`config.mk`:
```
export PLATFORM = sky130hd
export DESIGN_NAME = shifter_seq
export DESIGN_NICKNAME = d
export VERILOG_FILES = /design/src/rtl/shifter_seq.sv
export SDC_FILE = /design/constraint.sdc
export NUM_CORES = 1
export LEC_CHECK = 0
export CORE_MARGIN = 3
export CORE_UTILIZATION = 30
export CTS_CLUSTER_DIAMETER = 30
export DETAILED_ROUTE_END_ITERATION = 12
export PLACE_DENSITY = 0.63
export SYNTH_ARGS = -nofsm -noshare
export SYNTH_HDL_FRONTEND = slang
export SYNTH_SLANG_ARGS = --single-unit
```
`constraint.sdc`:
```
create_clock -name clk -period 1.1 [get_ports clk]
set_input_delay 0.22 -clock clk [delete_from_list [all_inputs] [get_ports clk]]
set_output_delay 0.22 -clock clk [all_outputs]
set_load 0.02 [all_outputs]
```
`src/rtl/shifter_seq.sv`:
```
// shifter_seq: sequential bit-serial shifter, one bit per clock.
// Loads an operand, shifts it left or right by amt positions with a
// programmable fill bit, and reports the shifted-out bits in y.
// Optional feature: define ROTATE_EN to add the rot port; with rot=1 the bit
// leaving x is fed back in, so x rotates instead of shifting.
module shifter_seq #(
    parameter int WIDTH = 8,
    localparam int AW = $clog2(WIDTH)
) (
    input  logic             clk,
    input  logic             rst,
    input  logic             start,
    input  logic [WIDTH-1:0] a,
    input  logic [AW-1:0]    amt,
    input  logic             dir,
    input  logic             fill,
`ifdef ROTATE_EN
    input  logic             rot,
`endif
    output logic             busy,
    output logic             done,
    output logic [WIDTH-1:0] x,
    output logic [WIDTH-1:0] y
);

    typedef enum logic [1:0] {
        IDLE  = 2'd0,
        SHIFT = 2'd1,
        DONE  = 2'd2
    } state_t;

    state_t            state_reg, state_next;
    logic [WIDTH-1:0]  x_reg, x_next;
    logic [WIDTH-1:0]  y_reg, y_next;
    logic [AW-1:0]     cnt_reg, cnt_next;
    logic              dir_reg, dir_next;
    logic              fill_reg, fill_next;
`ifdef ROTATE_EN
    logic              rot_reg, rot_next;
`endif

    // Bit entering x on the current shift edge.
    logic              ins;
    // One-step shifted versions of x and y for each direction.
    logic [WIDTH-1:0]  x_shl, x_shr, y_shl, y_shr;

    // Select the inserted bit: the captured fill, or the outgoing bit when rotating.
    always_comb begin
        ins = fill_reg;
`ifdef ROTATE_EN
        if (rot_reg) begin
            ins = dir_reg ? x_reg[0] : x_reg[WIDTH-1];
        end
`endif
    end

    // Per-bit wiring of the single-step left and right shifts.
    generate
        for (genvar gi = 0; gi < WIDTH; gi++) begin : g_bit
            if (gi == 0) begin : g_lsb
                assign x_shl[gi] = ins;
                assign y_shl[gi] = x_reg[WIDTH-1];
            end else begin : g_lsb_n
                assign x_shl[gi] = x_reg[gi-1];
                assign y_shl[gi] = y_reg[gi-1];
            end
            if (gi == WIDTH-1) begin : g_msb
                assign x_shr[gi] = ins;
                assign y_shr[gi] = x_reg[0];
            end else begin : g_msb_n
                assign x_shr[gi] = x_reg[gi+1];
                assign y_shr[gi] = y_reg[gi+1];
            end
        end
    endgenerate

    // Next-state, datapath and status outputs; every target defaulted first.
    always_comb begin
        state_next = state_reg;
        x_next     = x_reg;
        y_next     = y_reg;
        cnt_next   = cnt_reg;
        dir_next   = dir_reg;
        fill_next  = fill_reg;
`ifdef ROTATE_EN
        rot_next   = rot_reg;
`endif
        busy       = 1'b0;
        done       = 1'b0;

        case (state_reg)
            IDLE, DONE: begin
                done = (state_reg == DONE);
                if (start) begin
                    // Accept: snapshot operands so later input changes are harmless.
                    x_next     = a;
                    y_next     = '0;
                    cnt_next   = amt;
                    dir_next   = dir;
                    fill_next  = fill;
`ifdef ROTATE_EN
                    rot_next   = rot;
`endif
                    state_next = (amt == '0) ? DONE : SHIFT;
                end else begin
                    state_next = IDLE;
                end
            end
            SHIFT: begin
                busy     = 1'b1;
                x_next   = dir_reg ? x_shr : x_shl;
                y_next   = dir_reg ? y_shr : y_shl;
                cnt_next = cnt_reg - AW'(1);
                if (cnt_reg == AW'(1)) begin
                    state_next = DONE;
                end
            end
            default: begin
                state_next = IDLE;
            end
        endcase
    end

    // State and datapath registers with synchronous reset.
    always_ff @(posedge clk) begin
        if (rst) begin
            state_reg <= IDLE;
            x_reg     <= '0;
            y_reg     <= '0;
            cnt_reg   <= '0;
            dir_reg   <= 1'b0;
            fill_reg  <= 1'b0;
`ifdef ROTATE_EN
            rot_reg   <= 1'b0;
`endif
        end else begin
            state_reg <= state_next;
            x_reg     <= x_next;
            y_reg     <= y_next;
            cnt_reg   <= cnt_next;
            dir_reg   <= dir_next;
            fill_reg  <= fill_next;
`ifdef ROTATE_EN
            rot_reg   <= rot_next;
`endif
        end
    end

    assign x = x_reg;
    assign y = y_reg;

endmodule

```
* Word level (Yosys, flattened, before mapping) *
Index checks and enable logic that the tools add are counted.

cells by class
  equal/unequal tests = 5
  reduce and logical (&&, ||, !) cells = 6
  mux-type cells = 14
  add/sub/neg operators = 1

operators by type and width
  cell                 number
  $mux 8               4
  $pmux 8 s2           2
  $mux 2               3
  $pmux 3 s2           1
  $ne 2x2->1 const B   2
  $pmux 2 s2           1
  $reduce_and 2->1     2
  $eq 3x1->1 const B   1
  $logic_not 3->1      1
  $mux 3               1
  $sub 3x1->3 const B  1
  $eq 2x1->1 const B   1
  $eq 2x2->1 const B   1
  $logic_not 2->1      1
  $mux 1               2
  $reduce_bool 2->1    1
  $reduce_or 2->1      1

word-level totals
  register bits after elaboration = 23
  output and inout bits = 18

* Depth between registers and ports, before layout *
Gate-level depths: netlist (run 1).

  depth in word-level cells = 4
  mapped depth = 5

* Worst setup path after synthesis (run 1) *
No wires, ideal clock.

  kind = reg2reg
  start = register dir_reg
  end = register y_reg[1], in the netlist y[1]
  library setup time = 0.132 ns
  buffers on the path = 1
  clock period less this slack = 1.144 ns
  stages on the path, launching flop included = 5
  arrival = 1.012 ns
  setup slack = -0.044 ns
  cell sequence = dfxtp_1 -> buf_4 -> mux2_2 -> nand2_1 -> a21oi_1

between the ends
  cells in the longest elaborated chain, start to end = 2

ends and longest elaborated chain
  element                 RTL line  RTL
  from (decl)             36        logic dir_reg, dir_next;
  from (signal assigned)  141       dir_reg <= dir_next;
  $mux 8                  112       y_next = dir_reg ? y_shr : y_shl;
  $pmux 8 s2              91        case (state_reg)
  to (signal assigned)    139       y_reg <= y_next;
  to (decl)               34        logic [WIDTH-1:0] y_reg, y_next;

Every way passes these cells.
A chain may end at the register's enable or synchronous reset.

* Final worst setup path (run 1) *
  start = register state_reg[0]
  end = register cnt_reg[2]

between the ends
  cells in the longest elaborated chain, start to end = 4

ends and longest elaborated chain
  element                                                           RTL line  RTL
  from (decl)                                                       32        state_t state_reg, state_next;
  from (signal assigned)                                            137       state_reg <= state_next;
  $eq 2x2->1 or $logic_not 2->1 (tied branches)                     91
  $reduce_or 2->1                                                   91
  $ne 2x2->1 (no source line) or $reduce_bool 2->1 (tied branches)  --
  $reduce_and 2->1 (no source line)                                 --
  to (signal assigned)                                              140       cnt_reg <= cnt_next;
  to (decl)                                                         35        logic [AW-1:0] cnt_reg, cnt_next;

Parallel ways exist; a longest one is shown, timed or not.

==> results of run 1 <==
[area by class of cell]
class                      count  area (um2)  share of cell area, %
clock inverter                 1        5.00                  0.246
sequential                    23         470                   23.1
inverter                       4        17.5                  0.861
timing repair buffer          69         631                   31.0
tap                           46        57.6                   2.83
clock buffer                   3        41.3                   2.03
multi-input combinational    100         812                   39.9
[timing repair]
| item | in CTS | in global routing |
|---|---|---|
| resized for setup | 85 | 49 |
| cloned | 2 | 2 |
| setup endpoints to repair | 30 | 37 |
| buffers inserted | 2 | 3 |
| pin swaps | 4 | 18 |
[synthesized netlist by cell type, drive strengths merged]
library cell and instances:
mux2 8, ha 2, nor3 1, and2b 1, nand2 28, a211o 1
a32oi 2, a2bb2oi 1, o21ba 1, a311oi 8, clkbuf 2, nor2b 9
a211oi 10, o21ai 1, nand2b 2, inv 4, nand3 9, dfxtp 23
nor2 2, a21oi 13, buf 9
[worst reg2reg max path, cell delays in order, from the launching register on]
cell,delay [ps]
dfxtp_4,400
and2b_2,270
a211o_1,290
a21oi_2,140
[layer usage]
| layer | wire [um] | up-vias | share of wire (%) |
|---|---|---|---|
| met5 | 0 | - | 0 |
| met4 | 36 | 0 | 0.99 |
| met2 | 1790 | 37 | 49 |
| li1 | - | 614 | - |
| met3 | 219 | 4 | 6.0 |
| met1 | 1580 | 589 | 44 |
[report_power, final]
part           leakage, nW  internal, mW  switching (mW)
Clock               0.0255         0.254           0.302
Combinational        0.610         0.416           0.384
Sequential           0.190         0.894          0.0446
[cells by family after synthesis]
| family | Yosys count | share of synthesized area (%) |
|---|---|---|
| fa+ha+maj | 2 | 2.15 |
| compound gates | 37 | 22.4 |
| buf+inv | 15 | 7.22 |
| simple gates | 52 | 20.8 |
| mux | 8 | 7.76 |
| flops | 23 | 39.7 |
[worst max-delay path by stage]
stage	startpoint	depth (start not counted)	endpoint	slack [ps]
3_5_place_dp	start	4	x[0]$_SDFFE_PP0P_	-380
6_report	state_reg[0]$_SDFFE_PP0P_	3	cnt_reg[2]$_SDFFE_PP0P_	-70
5_1_grt	state_reg[0]$_SDFFE_PP0P_	4	x[4]$_SDFFE_PP0P_	-100
4_1_cts	state_reg[0]$_SDFFE_PP0P_	4	y[3]$_SDFFE_PP0P_	-40
2_1_floorplan	dir_reg$_SDFFE_PP0P_	4	y[6]$_SDFFE_PP0P_	20
3_3_place_gp	start	4	x[4]$_SDFFE_PP0P_	-260
[per-stage QoR]
stage / utilization [%] / setup WS, ps
2_1_floorplan: - / 16.7
3_3_place_gp: 48.4 / -264
3_5_place_dp: 48.4 / -380
4_1_cts: 53.5 / -44.2
5_1_grt: 57.8 / -103
6_report: 57.8 / -65.3
==> impl_metrics.json, run 1 <==
{
  "path_max_fanout": 6,
  "worst_slew_pin_slew_ps": 281,
  "worst_path_largest_cell_delay_ps": 400,
  "netlist_area_mm2": 0.00116,
  "final_cell_mix": "buf_4, dfxtp_1, nand2_1, buf_2, clkdlybuf4s50_1",
  "hold_buffers": 0,
  "cpMaxStageDelayCell": "dfxtp_4",
  "cts_tree": "done",
  "hold_path.class": "register to register",
  "max_slew_margin_pct": 81.2,
  "cts_made_buffers": 3,
  "vdd_ir_drop_max_uv": 727,
  "synth_cells": 137,
  "synth.distinct_cells": 23,
  "drtIter0Drc": 101,
  "yosysWarnings": 0,
  "r2r_start": "state_reg[0]$_SDFFE_PP0P_",
  "fp.dieW_um": 68.2,
  "stdcell_area_mm2": 0.00203,
  "drc": 0,
  "grtUsageMet1_pct": 18.9,
  "routed_wl_mm": 3.63,
  "status": "finished with violations",
  "arrival_ps": 1370,
  "clkSlewWorstSetupHoldPaths_ps": 90,
  "synth_area_leaders": "dfxtp_1, nand2_1, mux2_2",
  "syn_to_final_growth_pct": 75.2,
  "drive_above_1_share_pct": 58.0,
  "hold_viol": 0,
  "fin_skew_ps": 1.39,
  "crit_buf_inv": 0,
  "ant_nets": 0,
  "num_rows": 21,
  "pin_count": 34,
  "root_buffer": "clkbuf_8",
  "post_dp_cell_area_mm2": 0.00170,
  "avgSynthCellArea_um2": 8.48,
  "clk_latency_ps": 270,
  "rr_endpoint": "cnt_reg[2]$_SDFFE_PP0P_",
  "die_h_um": 68.2,
  "cp-end-kind": "register",
  "instances_no_fill": 246,
  "use_met3_pct": 3.78,
  "yosysSeqAreaShare_pct": 39.7,
  "antenna_found_initial": 0,
  "track_usage_pct": 15.7,
  "vias_per_cell": 5.06,
  "grt_pass1_vias": 1255,
  "slew_violations": 0,
  "finalPower_mw": 2.29,
  "core_area_mm2": 0.00352,
  "io_buffers": 33,
  "worstPathCellList": "and2b_2 > a211o_1 > a21oi_2",
  "gp_congestion": 0.787,
  "dieArea_mm2": 0.00465,
  "dp_hpwl_mm": 2.32,
  "critPathRequiredTime_ps": 1310,
  "fill_cells": 313,
  "startpoint_type": "register",
  "violations": "setup timing",
  "synth_top_area_share_pct": 39.7,
  "grt_overflow_total": 0,
  "ys_ff_latch": 23,
  "nets": 219,
  "initial_core_util_pct": 33.0,
  "total_leakage_power_nw": 0.826,
  "maxCapViolCount": 0,
  "dp_cells": 233,
  "fmax_mhz": 858,
  "busiest_layer": "met2",
  "whs_path_depth": 2,
  "fin_ws_ps": -65.3,
  "r2r_slack_ps": -70,
  "finalCritPeriodShare_pct": 106,
  "period_minus_slack_ps": 1170,
  "min_to": "cnt_reg[1]$_SDFFE_PP0P_",
  "cp_top_family": "compound AO/OA/AOI/OAI gates",
  "cellPowerDensity_mw_per_mm2": 1130,
  "clkSinkCount": 23,
  "drt_first_pass_iters": 4,
  "whs_ps": 486,
  "yosys.area.top_type": "dfxtp_1",
  "finalSetupTns_ps": -430,
  "htreeDepth": 1,
  "diodes": 0,
  "grt_start_max_net_pins": 29,
  "grt_pass1_wl_mm": 5.58,
  "rsz0062_at_grt": "yes",
  "final_common_cell": "buf_4",
  "reg2reg_depth": 3,
  "cts.path.max_buffers": 2,
  "syn-num-nets": 155,
  "wl_per_cell_um": 14.8,
  "crit_type": "register to register",
  "vias": 1244,
  "grt_use_met2_pct": 27.6,
  "setup_viol": 16,
  "hp-start": "cnt_reg[1]$_SDFFE_PP0P_"
}
No activity file was read; power rests on OpenSTA's default activity.
==> inputs of run 2 (changes only) <==
--- a/config.mk
+++ b/config.mk
@@ -9,7 +9,7 @@
 export CORE_UTILIZATION = 30
 export CTS_CLUSTER_DIAMETER = 30
 export DETAILED_ROUTE_END_ITERATION = 12
-export PLACE_DENSITY = 0.63
+export PLACE_DENSITY = 0.61
 export SYNTH_ARGS = -nofsm -noshare
 export SYNTH_HDL_FRONTEND = slang
 export SYNTH_SLANG_ARGS = --single-unit
==> constraint.sdc (replaced) <==
create_clock -name clk -period 1.15 [get_ports clk]
set_input_delay 0.23 -clock clk [delete_from_list [all_inputs] [get_ports clk]]
set_output_delay 0.23 -clock clk [all_outputs]
set_load 0.02 [all_outputs]
==> run 2 against run 1 <==
The run now ends clean. Clock power down 6.5%. Critical path depth shrank 1. Global-route usage decreased by 1.6 points. Power is 11% lower. Die area stayed put. Sequential power is 4.8% lower. Critical endpoint is now done. Highest routed layer unchanged.
==> impl_metrics.json, run 2 (synthesis gave the netlist of run 1 again) <==
{
  "status": "completed",
  "cellPowerDensity_mw_per_mm2": 1120,
  "syn_to_final_growth_pct": 56.6,
  "grt_start_max_net_pins": 29,
  "cp-end-kind": "primary output",
  "clkSlewWorstSetupHoldPaths_ps": 80,
  "hold_path.class": "register to register",
  "drtIter0Drc": 108,
  "root_buffer": "clkbuf_8",
  "ant_nets": 0,
  "drt_first_pass_iters": 4,
  "fp.dieW_um": 68.2,
  "dieArea_mm2": 0.00465,
  "finalCritPeriodShare_pct": 99.9,
  "dp_cells": 229,
  "vias_per_cell": 5.06,
  "critPathRequiredTime_ps": 920,
  "clk_latency_ps": 270,
  "grt_pass1_wl_mm": 5.10,
  "drive_above_1_share_pct": 37.4,
  "fmax_mhz": 871,
  "io_buffers": 33,
  "finalSetupTns_ps": 0,
  "routed_wl_mm": 3.28,
  "final_cell_mix": "nand2_1, dfxtp_1, buf_4, clkdlybuf4s50_1, a21oi_1",
  "maxCapViolCount": 0,
  "diodes": 0,
  "total_leakage_power_nw": 0.734,
  "cts_tree": "done",
  "path_max_fanout": 5,
  "period_minus_slack_ps": 1150,
  "gp_congestion": 0.741,
  "cts_made_buffers": 3,
  "vias": 1195,
  "hold_viol": 0,
  "fin_skew_ps": 7.42,
  "setup_viol": 0,
  "track_usage_pct": 14.1,
  "arrival_ps": 920,
  "num_rows": 21,
  "finalPower_mw": 2.04,
  "drc": 0,
  "rsz0062_at_grt": "yes",
  "crit_type": "register to primary output",
  "worst_slew_pin_slew_ps": 298,
  "instances_no_fill": 236,
  "vdd_ir_drop_max_uv": 709,
  "core_area_mm2": 0.00352,
  "die_h_um": 68.2,
  "postCtsSetupBuffers": 0,
  "htreeDepth": 1,
  "final_common_cell": "nand2_1",
  "dp_hpwl_mm": 2.10,
  "wl_per_cell_um": 13.9,
  "grt_overflow_total": 0,
  "nets": 209,
  "slew_violations": 0,
  "clkSinkCount": 23,
  "startpoint_type": "register",
  "grt_pass1_vias": 1124,
  "cts.path.max_buffers": 2,
  "pin_count": 34,
  "max_slew_margin_pct": 80.0,
  "initial_core_util_pct": 33.0,
  "antenna_found_initial": 0
}
[run 2: cell count changes in the layout (fill, tap and decap cells not counted), sizes merged]
cell	before	now
buf	52	29
clkbuf	5	14
clkdlybuf4s15	0	4
[run 2: worst max-delay path, stage by stage (launching register included)]
cell     delay, ps
dfxtp_4        370
nor2b_2        150
buf_6          130
[run 2: repair_timing]
item                                   4_1_cts  5_1_grt
gates cloned                                 0        3
endpoints found under the hold margin        0        0
pin swaps                                    1        0
hold buffers                                 0        0
gates resized for setup                     56       30
setup endpoints to repair                   27       29
[run 2: metrics by stage]
step	setup WS, ps	hold slack, ps	util, %	area, um2
after detailed placement	-289	465	48.2	1700
after global routing	-41.6	517	51.6	1820
final	1.65	477	51.6	1820
after global placement	-222	455	48.2	1700
after CTS	-25.1	478	50.3	1770
after floorplan	5.95	302	-	1160
[run 2: path summary, 6_finish.rpt]
kind	end	cells past startpoint	slack (ps)	start
max	done	2	2	state_reg[0]$_SDFFE_PP0P_
max reg2reg	cnt_reg[2]$_SDFFE_PP0P_	5	10	state_reg[0]$_SDFFE_PP0P_
min reg2reg	cnt_reg[1]$_SDFFE_PP0P_	2	480	cnt_reg[1]$_SDFFE_PP0P_
min	cnt_reg[1]$_SDFFE_PP0P_	2	480	cnt_reg[1]$_SDFFE_PP0P_
[run 2: area by class of cell]
cell class,count,area [um2]
clock buffer,3,41.3
clock inverter,1,5.00
fill,344,1700
inverter,4,17.5
multi-input combinational,100,667
sequential,23,469
tap,46,57.6
timing repair buffer,59,561
[run 2: where the power goes]
part	total, mW	switching, mW	internal (mW)
Clock	0.519	0.277	0.242
Combinational	0.631	0.304	0.326
Sequential	0.893	0.0399	0.854
Total	2.04	0.621	1.42
[run 2: layer usage]
metal	global-route usage [%]	wire (um)
met5	0	0
met1	18.8	1480
met2	23.7	1550
met4	1.74	32
met3	3.28	219
==> inputs of run 3 (changes only) <==
--- a/config.mk
+++ b/config.mk
@@ -10,6 +10,7 @@
 export CTS_CLUSTER_DIAMETER = 30
 export DETAILED_ROUTE_END_ITERATION = 12
 export PLACE_DENSITY = 0.61
+export RECOVER_POWER = 50
 export SYNTH_ARGS = -nofsm -noshare
 export SYNTH_HDL_FRONTEND = slang
 export SYNTH_SLANG_ARGS = --single-unit
==> run 3 against run 2 <==
Global-route usage did not move. Sequential share of layout area increased by 0.11 points. Critical path depth did not move. Critical path type unchanged. Largest power group unchanged. Wire length grew 0.37%. Cell count unchanged. First-iteration DRC count is 18% lower. Critical endpoint unchanged. Clock power barely moved. Sequential power hardly changed.
==> impl_metrics.json, run 3 (synthesis gave the netlist of run 1 again) <==
{
  "diodes": 0,
  "stdcell_area_mm2": 0.00181,
  "arrival_ps": 920,
  "dp_hpwl_mm": 2.10,
  "core_area_mm2": 0.00352,
  "routed_wl_mm": 3.29,
  "cp-end-kind": "primary output",
  "die_h_um": 68.2,
  "final_util_pct": 51.4,
  "startpoint_type": "register",
  "clkSlewWorstSetupHoldPaths_ps": 80,
  "track_usage_pct": 14.1,
  "vias_per_cell": 5.06,
  "gp_congestion": 0.741,
  "dp_cells": 229,
  "drtIter0Drc": 89,
  "setup_viol": 0,
  "final_common_cell": "nand2_1",
  "cellPowerDensity_mw_per_mm2": 1130,
  "hold_viol": 0,
  "grt_overflow_total": 0,
  "num_rows": 21,
  "crit_type": "register to primary output",
  "maxCapViolCount": 0,
  "grt_start_max_net_pins": 29,
  "pwr-share-comb_pct": 30.7,
  "p_sw_share_pct": 30.5,
  "p_int_mw": 1.42,
  "path_max_fanout": 5,
  "p_seq_share_pct": 43.8,
  "rsz0062_at_grt": "yes",
  "period_minus_slack_ps": 1150,
  "seq_area_um2": 469,
  "initial_core_util_pct": 33.0,
  "slew_violations": 0,
  "fp.dieW_um": 68.2,
  "post_dp_cell_area_mm2": 0.00170,
  "cts.path.max_buffers": 2,
  "drt_first_pass_iters": 4,
  "syn_to_final_growth_pct": 55.9,
  "fill_cells": 349,
  "root_buffer": "clkbuf_8",
  "ant_nets": 0,
  "whs_ps": 475,
  "final_cell_mix": "nand2_1, dfxtp_1, buf_4, clkdlybuf4s50_1, a21oi_1",
  "drc": 0,
  "hold_path.class": "register to register",
  "io_buffers": 33,
  "clkSinkCount": 23,
  "pin_count": 34,
  "htreeDepth": 1,
  "grt_pass1_wl_mm": 5.10,
  "drive_above_1_share_pct": 34.2,
  "antenna_found_initial": 0,
  "hold_buffers": 0,
  "fmax_mhz": 871,
  "cts_made_buffers": 3,
  "critPathRequiredTime_ps": 920,
  "pwr-share-clk_pct": 25.5,
  "total_leakage_power_nw": 0.714,
  "grt_pass1_vias": 1124,
  "nets": 209,
  "finalCritPeriodShare_pct": 99.9,
  "wl_per_cell_um": 13.9,
  "fin_skew_ps": 7.58,
  "status": "completed",
  "power_switching_uw": 622,
  "max_slew_margin_pct": 80.5,
  "finalSetupTns_ps": 0,
  "dieArea_mm2": 0.00465,
  "worst_slew_pin_slew_ps": 290,
  "instances_no_fill": 236,
  "multi_input_area_um2": 667,
  "clk_latency_ps": 270,
  "vias": 1194,
  "cts_tree": "done",
  "vdd_ir_drop_max_uv": 709
}
run 3: cell counts in the layout (fill, tap and decap cells not counted):
Identical to the previous run, type by type.
run 3: what timing repair did:
item	4_1_cts	5_1_grt
buffers inserted	0	0
pin swaps	1	0
cloned	0	3
resized for setup	56	30
setup endpoints to repair	27	29
run 3: worst max-delay path, stage by stage (launching register included):
cell and delay, ps:
dfxtp_4 370, nor2b_2 150, buf_6 130
run 3: final timing paths:
check	from	end	slack (ps)	cells after the start
min	cnt_reg[1]$_SDFFE_PP0P_	cnt_reg[1]$_SDFFE_PP0P_	480	2
max reg2reg	state_reg[0]$_SDFFE_PP0P_	cnt_reg[2]$_SDFFE_PP0P_	10	5
min reg2reg	cnt_reg[1]$_SDFFE_PP0P_	cnt_reg[1]$_SDFFE_PP0P_	480	2
max	state_reg[0]$_SDFFE_PP0P_	done	2	2
run 3: power groups by stage:
stage | Clock, mW | Combinational, mW | Sequential [mW]
global route | 0.571 | 0.675 | 0.902
global placement | 0 | 0.572 | 0.904
floorplan | 0 | 0.266 | 0.954
CTS | 0.524 | 0.579 | 0.892
detailed placement | 0 | 0.580 | 0.906
finish | 0.520 | 0.627 | 0.893
run 3: metal layers:
layer,GRT usage (%),wire [um],vias to the layer above
li1,-,-,598
met5,0,0,-
met3,3.28,214,4
met2,23.7,1550,38
met4,1.74,32,0
met1,18.8,1500,554
run 3: per-stage QoR:
stage	power [mW]	worst slack (ps)
floorplan	1.22	5.95
global route	2.15	-41.6
global placement	1.48	-222
CTS	1.99	-25.1
detailed placement	1.49	-289
finish	2.04	1.60
run 3: final cells by class:
class / count / area share [%]
timing repair buffer: 59 / 30.5
clock inverter: 1 / 0.276
tap: 46 / 3.18
multi-input combinational: 100 / 36.8
sequential: 23 / 25.9
inverter: 4 / 0.968
clock buffer: 3 / 2.28
